==> config.mk <==
export PLATFORM = sky130hd
export DESIGN_NAME = imem_arbiter
export DESIGN_NICKNAME = d
export VERILOG_FILES = /design/src/rtl/imem_pkg.sv /design/src/rtl/imem_rr_pick.sv /design/src/rtl/imem_arbiter.sv
export SDC_FILE = /design/constraint.sdc
export NUM_CORES = 1
export LEC_CHECK = 0
export ABC_AREA = 1
export CORE_MARGIN = 3
export CORE_UTILIZATION = 43
export CTS_CLUSTER_DIAMETER = 50
export DETAILED_ROUTE_END_ITERATION = 6
export PLACE_DENSITY = 0.94
export SYNTH_ARGS = -nofsm -noshare
export SYNTH_HDL_FRONTEND = slang
export SYNTH_SLANG_ARGS = --single-unit
==> constraint.sdc <==
create_clock -name clk -period 4.72 [get_ports clk]
set_clock_uncertainty 0.05 [all_clocks]
set_input_delay 0.944 -clock clk [delete_from_list [all_inputs] [get_ports clk]]
set_output_delay 0.944 -clock clk [all_outputs]
set_load 0.005 [all_outputs]
==> src/rtl/imem_pkg.sv <==
// Shared constants and types for the instruction-memory arbiter.
package imem_pkg;

  localparam int IMEM_ADDR_W = 32;
  localparam int IMEM_DATA_W = 32;
  localparam logic [IMEM_DATA_W-1:0] IMEM_NOP = 32'h0;

  // Index of a requesting port; also the encoding of the priority pointer.
  typedef enum logic {
    PORT0 = 1'b0,
    PORT1 = 1'b1
  } imem_port_e;

endpackage

==> src/rtl/imem_rr_pick.sv <==
// Two-way combinational picker: a lone requester always wins, and on
// contention the port named by i_prio wins.
module imem_rr_pick
  import imem_pkg::*;
(
  input  logic       i_req0,
  input  logic       i_req1,
  input  imem_port_e i_prio,
  output logic       o_gnt0,
  output logic       o_gnt1
);

  // Select at most one winner from the two requests.
  always_comb begin
    // NOTE: every output gets a default first so no path can leave it unassigned and infer a latch.
    o_gnt0 = 1'b0;
    o_gnt1 = 1'b0;
    if (i_req0 && i_req1) begin
      if (i_prio == PORT1) o_gnt1 = 1'b1;
      else                 o_gnt0 = 1'b1;
    end else begin
      o_gnt0 = i_req0;
      o_gnt1 = i_req1;
    end
  end

endmodule

==> src/rtl/imem_arbiter.sv <==
// Two-port arbiter in front of a combinational instruction ROM.
// One grant per cycle, registered responses one cycle later, address
// checking with error responses and a saturating error counter.
// Define IMEM_ARB_ROUND_ROBIN_EN for alternating priority on contention;
// otherwise port 0 always wins and no priority register exists.
module imem_arbiter
  import imem_pkg::*;
#(
  parameter logic [23:0] BASE_ADDRESS = 24'd0,
  parameter int          ERR_CNT_W    = 8
) (
  input  logic                   clk,
  input  logic                   reset,
  input  logic                   req0,
  input  logic                   req1,
  input  logic [IMEM_ADDR_W-1:0] addr0,
  input  logic [IMEM_ADDR_W-1:0] addr1,
  output logic                   gnt0,
  output logic                   gnt1,
  output logic                   rvalid0,
  output logic                   rvalid1,
  output logic [IMEM_DATA_W-1:0] rdata0,
  output logic [IMEM_DATA_W-1:0] rdata1,
  output logic                   rerr0,
  output logic                   rerr1,
  output logic [IMEM_ADDR_W-1:0] rom_addr,
  input  logic [IMEM_DATA_W-1:0] rom_data,
  output logic [ERR_CNT_W-1:0]   err_count
);

  imem_port_e             w_prio;
  logic                   w_pick_gnt0;
  logic                   w_pick_gnt1;
  logic                   w_grant;
  logic [IMEM_ADDR_W-1:0] w_sel_addr;
  logic                   w_err;

  logic                   r_rvalid0;
  logic                   r_rvalid1;
  logic [IMEM_DATA_W-1:0] r_rdata0;
  logic [IMEM_DATA_W-1:0] r_rdata1;
  logic                   r_rerr0;
  logic                   r_rerr1;
  logic [IMEM_ADDR_W-1:0] r_last_addr;
  logic [ERR_CNT_W-1:0]   r_err_count;

`ifdef IMEM_ARB_ROUND_ROBIN_EN
  imem_port_e r_prio;

  // Hand priority to the port that lost the most recent grant.
  always_ff @(posedge clk) begin
    if (reset)        r_prio <= PORT0;
    else if (w_grant) r_prio <= gnt0 ? PORT1 : PORT0;
  end

  assign w_prio = r_prio;
`else
  assign w_prio = PORT0;
`endif

  imem_rr_pick u_pick (
    .i_req0 (req0),
    .i_req1 (req1),
    .i_prio (w_prio),
    .o_gnt0 (w_pick_gnt0),
    .o_gnt1 (w_pick_gnt1)
  );

  // Grants are suppressed while reset is high so nothing is accepted then.
  assign gnt0    = w_pick_gnt0 & ~reset;
  assign gnt1    = w_pick_gnt1 & ~reset;
  assign w_grant = gnt0 | gnt1;

  assign w_sel_addr = gnt1 ? addr1 : addr0;
  assign w_err      = (w_sel_addr[1:0] != 2'b00) || (w_sel_addr[31:8] != BASE_ADDRESS);

  // The ROM sees the granted address, or the last one when idle.
  assign rom_addr = reset ? '0 : (w_grant ? w_sel_addr : r_last_addr);

  // Register the response for the granted port and count error responses.
  always_ff @(posedge clk) begin
    if (reset) begin
      r_rvalid0   <= 1'b0;
      r_rvalid1   <= 1'b0;
      r_rdata0    <= IMEM_NOP;
      r_rdata1    <= IMEM_NOP;
      r_rerr0     <= 1'b0;
      r_rerr1     <= 1'b0;
      r_last_addr <= '0;
      r_err_count <= '0;
    end else begin
      // NOTE: non-blocking assignments so every register samples pre-edge values regardless of statement order.
      r_rvalid0 <= gnt0;
      r_rvalid1 <= gnt1;
      r_rerr0   <= gnt0 & w_err;
      r_rerr1   <= gnt1 & w_err;
      r_rdata0  <= (gnt0 && !w_err) ? rom_data : IMEM_NOP;
      r_rdata1  <= (gnt1 && !w_err) ? rom_data : IMEM_NOP;
      if (w_grant) r_last_addr <= w_sel_addr;
      if (w_grant && w_err && (r_err_count != '1)) r_err_count <= r_err_count + 1'b1;
    end
  end

  assign rvalid0   = r_rvalid0;
  assign rvalid1   = r_rvalid1;
  assign rdata0    = r_rdata0;
  assign rdata1    = r_rdata1;
  assign rerr0     = r_rerr0;
  assign rerr1     = r_rerr1;
  assign err_count = r_err_count;

endmodule

==> results.tsv <==
stage	metric	value	unit
power	vdd_drop_max	0.000203	V
worst_hold_path	whs_path_depth	2	
power	power.density_cell_area	278	mW/mm2
drt	wl_per_cell	14.2	um
grt	gr-total-overflow	0	
floorplan	die_w	104	um
yosys	synthTopCellsByArea	dfxtp_1, nand2_1, nor2_1	
floorplan	rows	35	
power	power.internal	1330	uW
clock_tree	clk_pin_slew_worst_paths	110	ps
place	gp_congestion	0.892	
setup_path	path_cells	clkdlybuf4s50_1, inv_2, nor2_1, nor2_1, inv_2, buf_12, nor2_1, nor2_1, o21ai_1, inv_1, clkdlybuf4s50_1	
yosys	ys_ff_latch	108	
power	power_leakage	0.00311	uW
grt	antenna_found_initial	0	
drt	ant_nets	0	
clock_tree	htreeDepth	3	
final_layout	drive_above_1_share	4.17	%
setup_path	r2r_start	err_count[0]	
drt	firstDrtPassIters	5	
setup_path	start_kind	input port	
setup_path	cpPeakStageDelay	500	ps
setup_path	endpoint_kind	output port	
clock_tree	insertion_delay	360	ps
yosys	postSynthCellCount	561	
drt	vias	4222	
drt	drt_wl_total	12700	um
yosys	ys_warn_count	0	
setup_path	reg2reg_slack	3050	ps
clock_tree	post-cts-setup-buffers	0	
clock_tree	clock_path_buffers	2	
flow_run	max_cap_viol_count	0	
clock_tree	cts_buffers	9	
final_layout	postLayoutCellArea	0.00654	mm2
yosys	syn_avg_cell_area	7.33	um2
timing	hold_viol	0	
grt	grt_pass1_wl	20400	um
floorplan	initial_utilization	44.3	%
drt	drt_iter0_markers	145	
timing	rsz0062_at_grt	no	
drt	routed.top_layer	met4	
floorplan	core_region_area	0.00928	mm2
setup_path	crit_slowest_cell	clkdlybuf4s50_1	
setup_path	crit_top_cell	nor2_1	
yosys	synth-async-reset-ratio	0	%
grt	grt_max_degree	49	
yosys	synth_top_cell_by_area	dfxtp_1	
drt	avgViaCountPerCell	4.71	
clock_tree	clkSinkCount	108	
power	p_sw	488	uW
grt	track_usage	23.2	%
setup_path	critical_path_peak_fanout	48	
place	place_area	0.00633	mm2
timing	slew-limit-headroom	70.4	%
yosys	ys.flop_type	dfxtp_1	
final_layout	nets	864	
floorplan	io_pins	210	
clock_tree	cts_resized	0	
yosys	synth-edff-count	0	
power	power_frac_seq	52.3	%
power	pwr-share-comb	16.1	%
final_layout	area_growth_syn_to_layout	59.0	%
clock_tree	cts_tree	built	
setup_path	crit_required	3730	ps
setup_path	worstReg2RegEnd	err_count[5]	
drt	met2WireLength	6790	um
timing	drv_slew	0	
timing	fin_crit_sh	90.9	%
floorplan	die_area	0.0108	mm2
yosys	ys_seq_area_share	52.6	%
floorplan	die_h	104	um
place	dp_hpwl	9740	um
yosys	netlist_top_cells_count	nand2_1, dfxtp_1, nor2_1	
timing	worstMarginPinSlew	442	ps
clock_tree	cts_root_buf	clkbuf_8	
worst_hold_path	min_to	r_last_addr[14]	
clock_tree	hold_buffers	0	
yosys	synthMostInstantiatedCell	nand2_1	
run_status	status	complete, no violations	
place	port_buffers	209	
setup_path	worst_ep_arrival_time	3300	ps
power	power	1820	uW
timing	maxClockFrequency	233	MHz
setup_path	reg2reg_depth	12	
worst_hold_path	hold_class	register to register	
yosys	yosysUniqueCellTypes	23	
grt	grt_pass1_vias	4210	
timing	fin_setup_tns	0	ps
drt	dr_wl_met3	748	um
power	power_frac_clock	31.5	%
yosys	synth.cell_area	0.00411	mm2
power	sw_frac_of_total	26.8	%
drt	drcViolationCount	0	
worst_hold_path	hp-start	r_last_addr[14]	
setup_path	crit_type	input port to output port	
timing	setup_viol	0	
final_layout	antenna_cells	0	
yosys	synth_top_area_share	52.6	%
timing	min_period	4290	ps
drt	wl_met1	4740	um
yosys	synth_fp_nets	662	
area by class of cell:
cell class	count	area [um2]
Sequential cell	108	2160
Clock inverter	6	67.6
Inverter	112	420
Timing Repair Buffer	218	2170
Fill cell	705	2750
Multi-Input combinational cell	314	1420
Clock buffer	10	138
Tap cell	129	161
kinds of logic after synthesis:
family | count (synthesis) | synth area share (%)
simple gates | 276 | 28.0
fa+ha+maj | 1 | 0.304
xor+xnor | 2 | 0.426
compound gates | 35 | 5.66
flops | 108 | 52.6
buf+inv | 139 | 13.0
worst max path at each step:
| stage | depth (start not counted) | from | slack, ps | endpoint |
|---|---|---|---|---|
| 6_report | 11 | req0 | 430 | rom_addr[27] |
| 5_1_grt | 11 | req0 | 280 | rom_addr[27] |
| 4_1_cts | 11 | req0 | 460 | rom_addr[27] |
| 3_5_place_dp | 11 | req0 | 470 | rom_addr[27] |
| 3_3_place_gp | 11 | req0 | 630 | rom_addr[26] |
| 2_1_floorplan | 9 | req0 | 1410 | rom_addr[12] |
critical path: cells and delay by family:
kind            cells  cell delay (ps)
compound gates      1               70
buf+inv             6             1700
simple gates        4              550
metal layers:
metal / vias to the layer above / GRT usage [%]
met5: - / 0
met4: 0 / 9.97
met3: 42 / 4.61
met2: 179 / 43.5
met1: 1922 / 25.3
li1: 2079 / -
sequential cells by signal, indices dropped and copies added, names as in the netlist:
signal and flops:
err_count 8, rdata0 32, rdata1 32, rerr0 1, rvalid1 1, rerr1 1, rvalid0 1, r_last_addr 32
layout by cell type (no fill, tap or decap), types with 4 or more instances in the layout:
| cell | Yosys | layout |
|---|---|---|
| buf_4 | 1 | 8 |
| clkbuf_8 | 0 | 10 |
| clkdlybuf4s50_1 | 0 | 209 |
| clkinv_1 | 7 | 7 |
| dfxtp_1 | 108 | 108 |
| inv_1 | 101 | 101 |
| inv_2 | 4 | 4 |
| inv_6 | 0 | 4 |
| nand2_1 | 117 | 117 |
| nand3_1 | 26 | 26 |
| nand3b_1 | 11 | 11 |
| nand4_1 | 8 | 8 |
| nor2_1 | 108 | 108 |
| o211ai_1 | 22 | 22 |
| o21ai_1 | 11 | 11 |
stage by stage:
step	setup WS (ps)	util, %	hold WS, ps	instances
6_report	428	70.4	460	897
3_3_place_gp	634	68.2	426	881
4_1_cts	457	70.4	465	897
2_1_floorplan	1410	-	432	561
3_5_place_dp	471	68.2	434	881
5_1_grt	276	70.4	499	897
power groups by stage:
stage                     Sequential, uW  Clock, uW  Combinational [uW]
after floorplan                      969          0                 119
after global placement               970          0                 281
after detailed placement             971          0                 290
after CTS                            951        586                 292
after global routing                 954        621                 321
final                                951        573                 293
No activity file was read; power rests on OpenSTA's default activity.
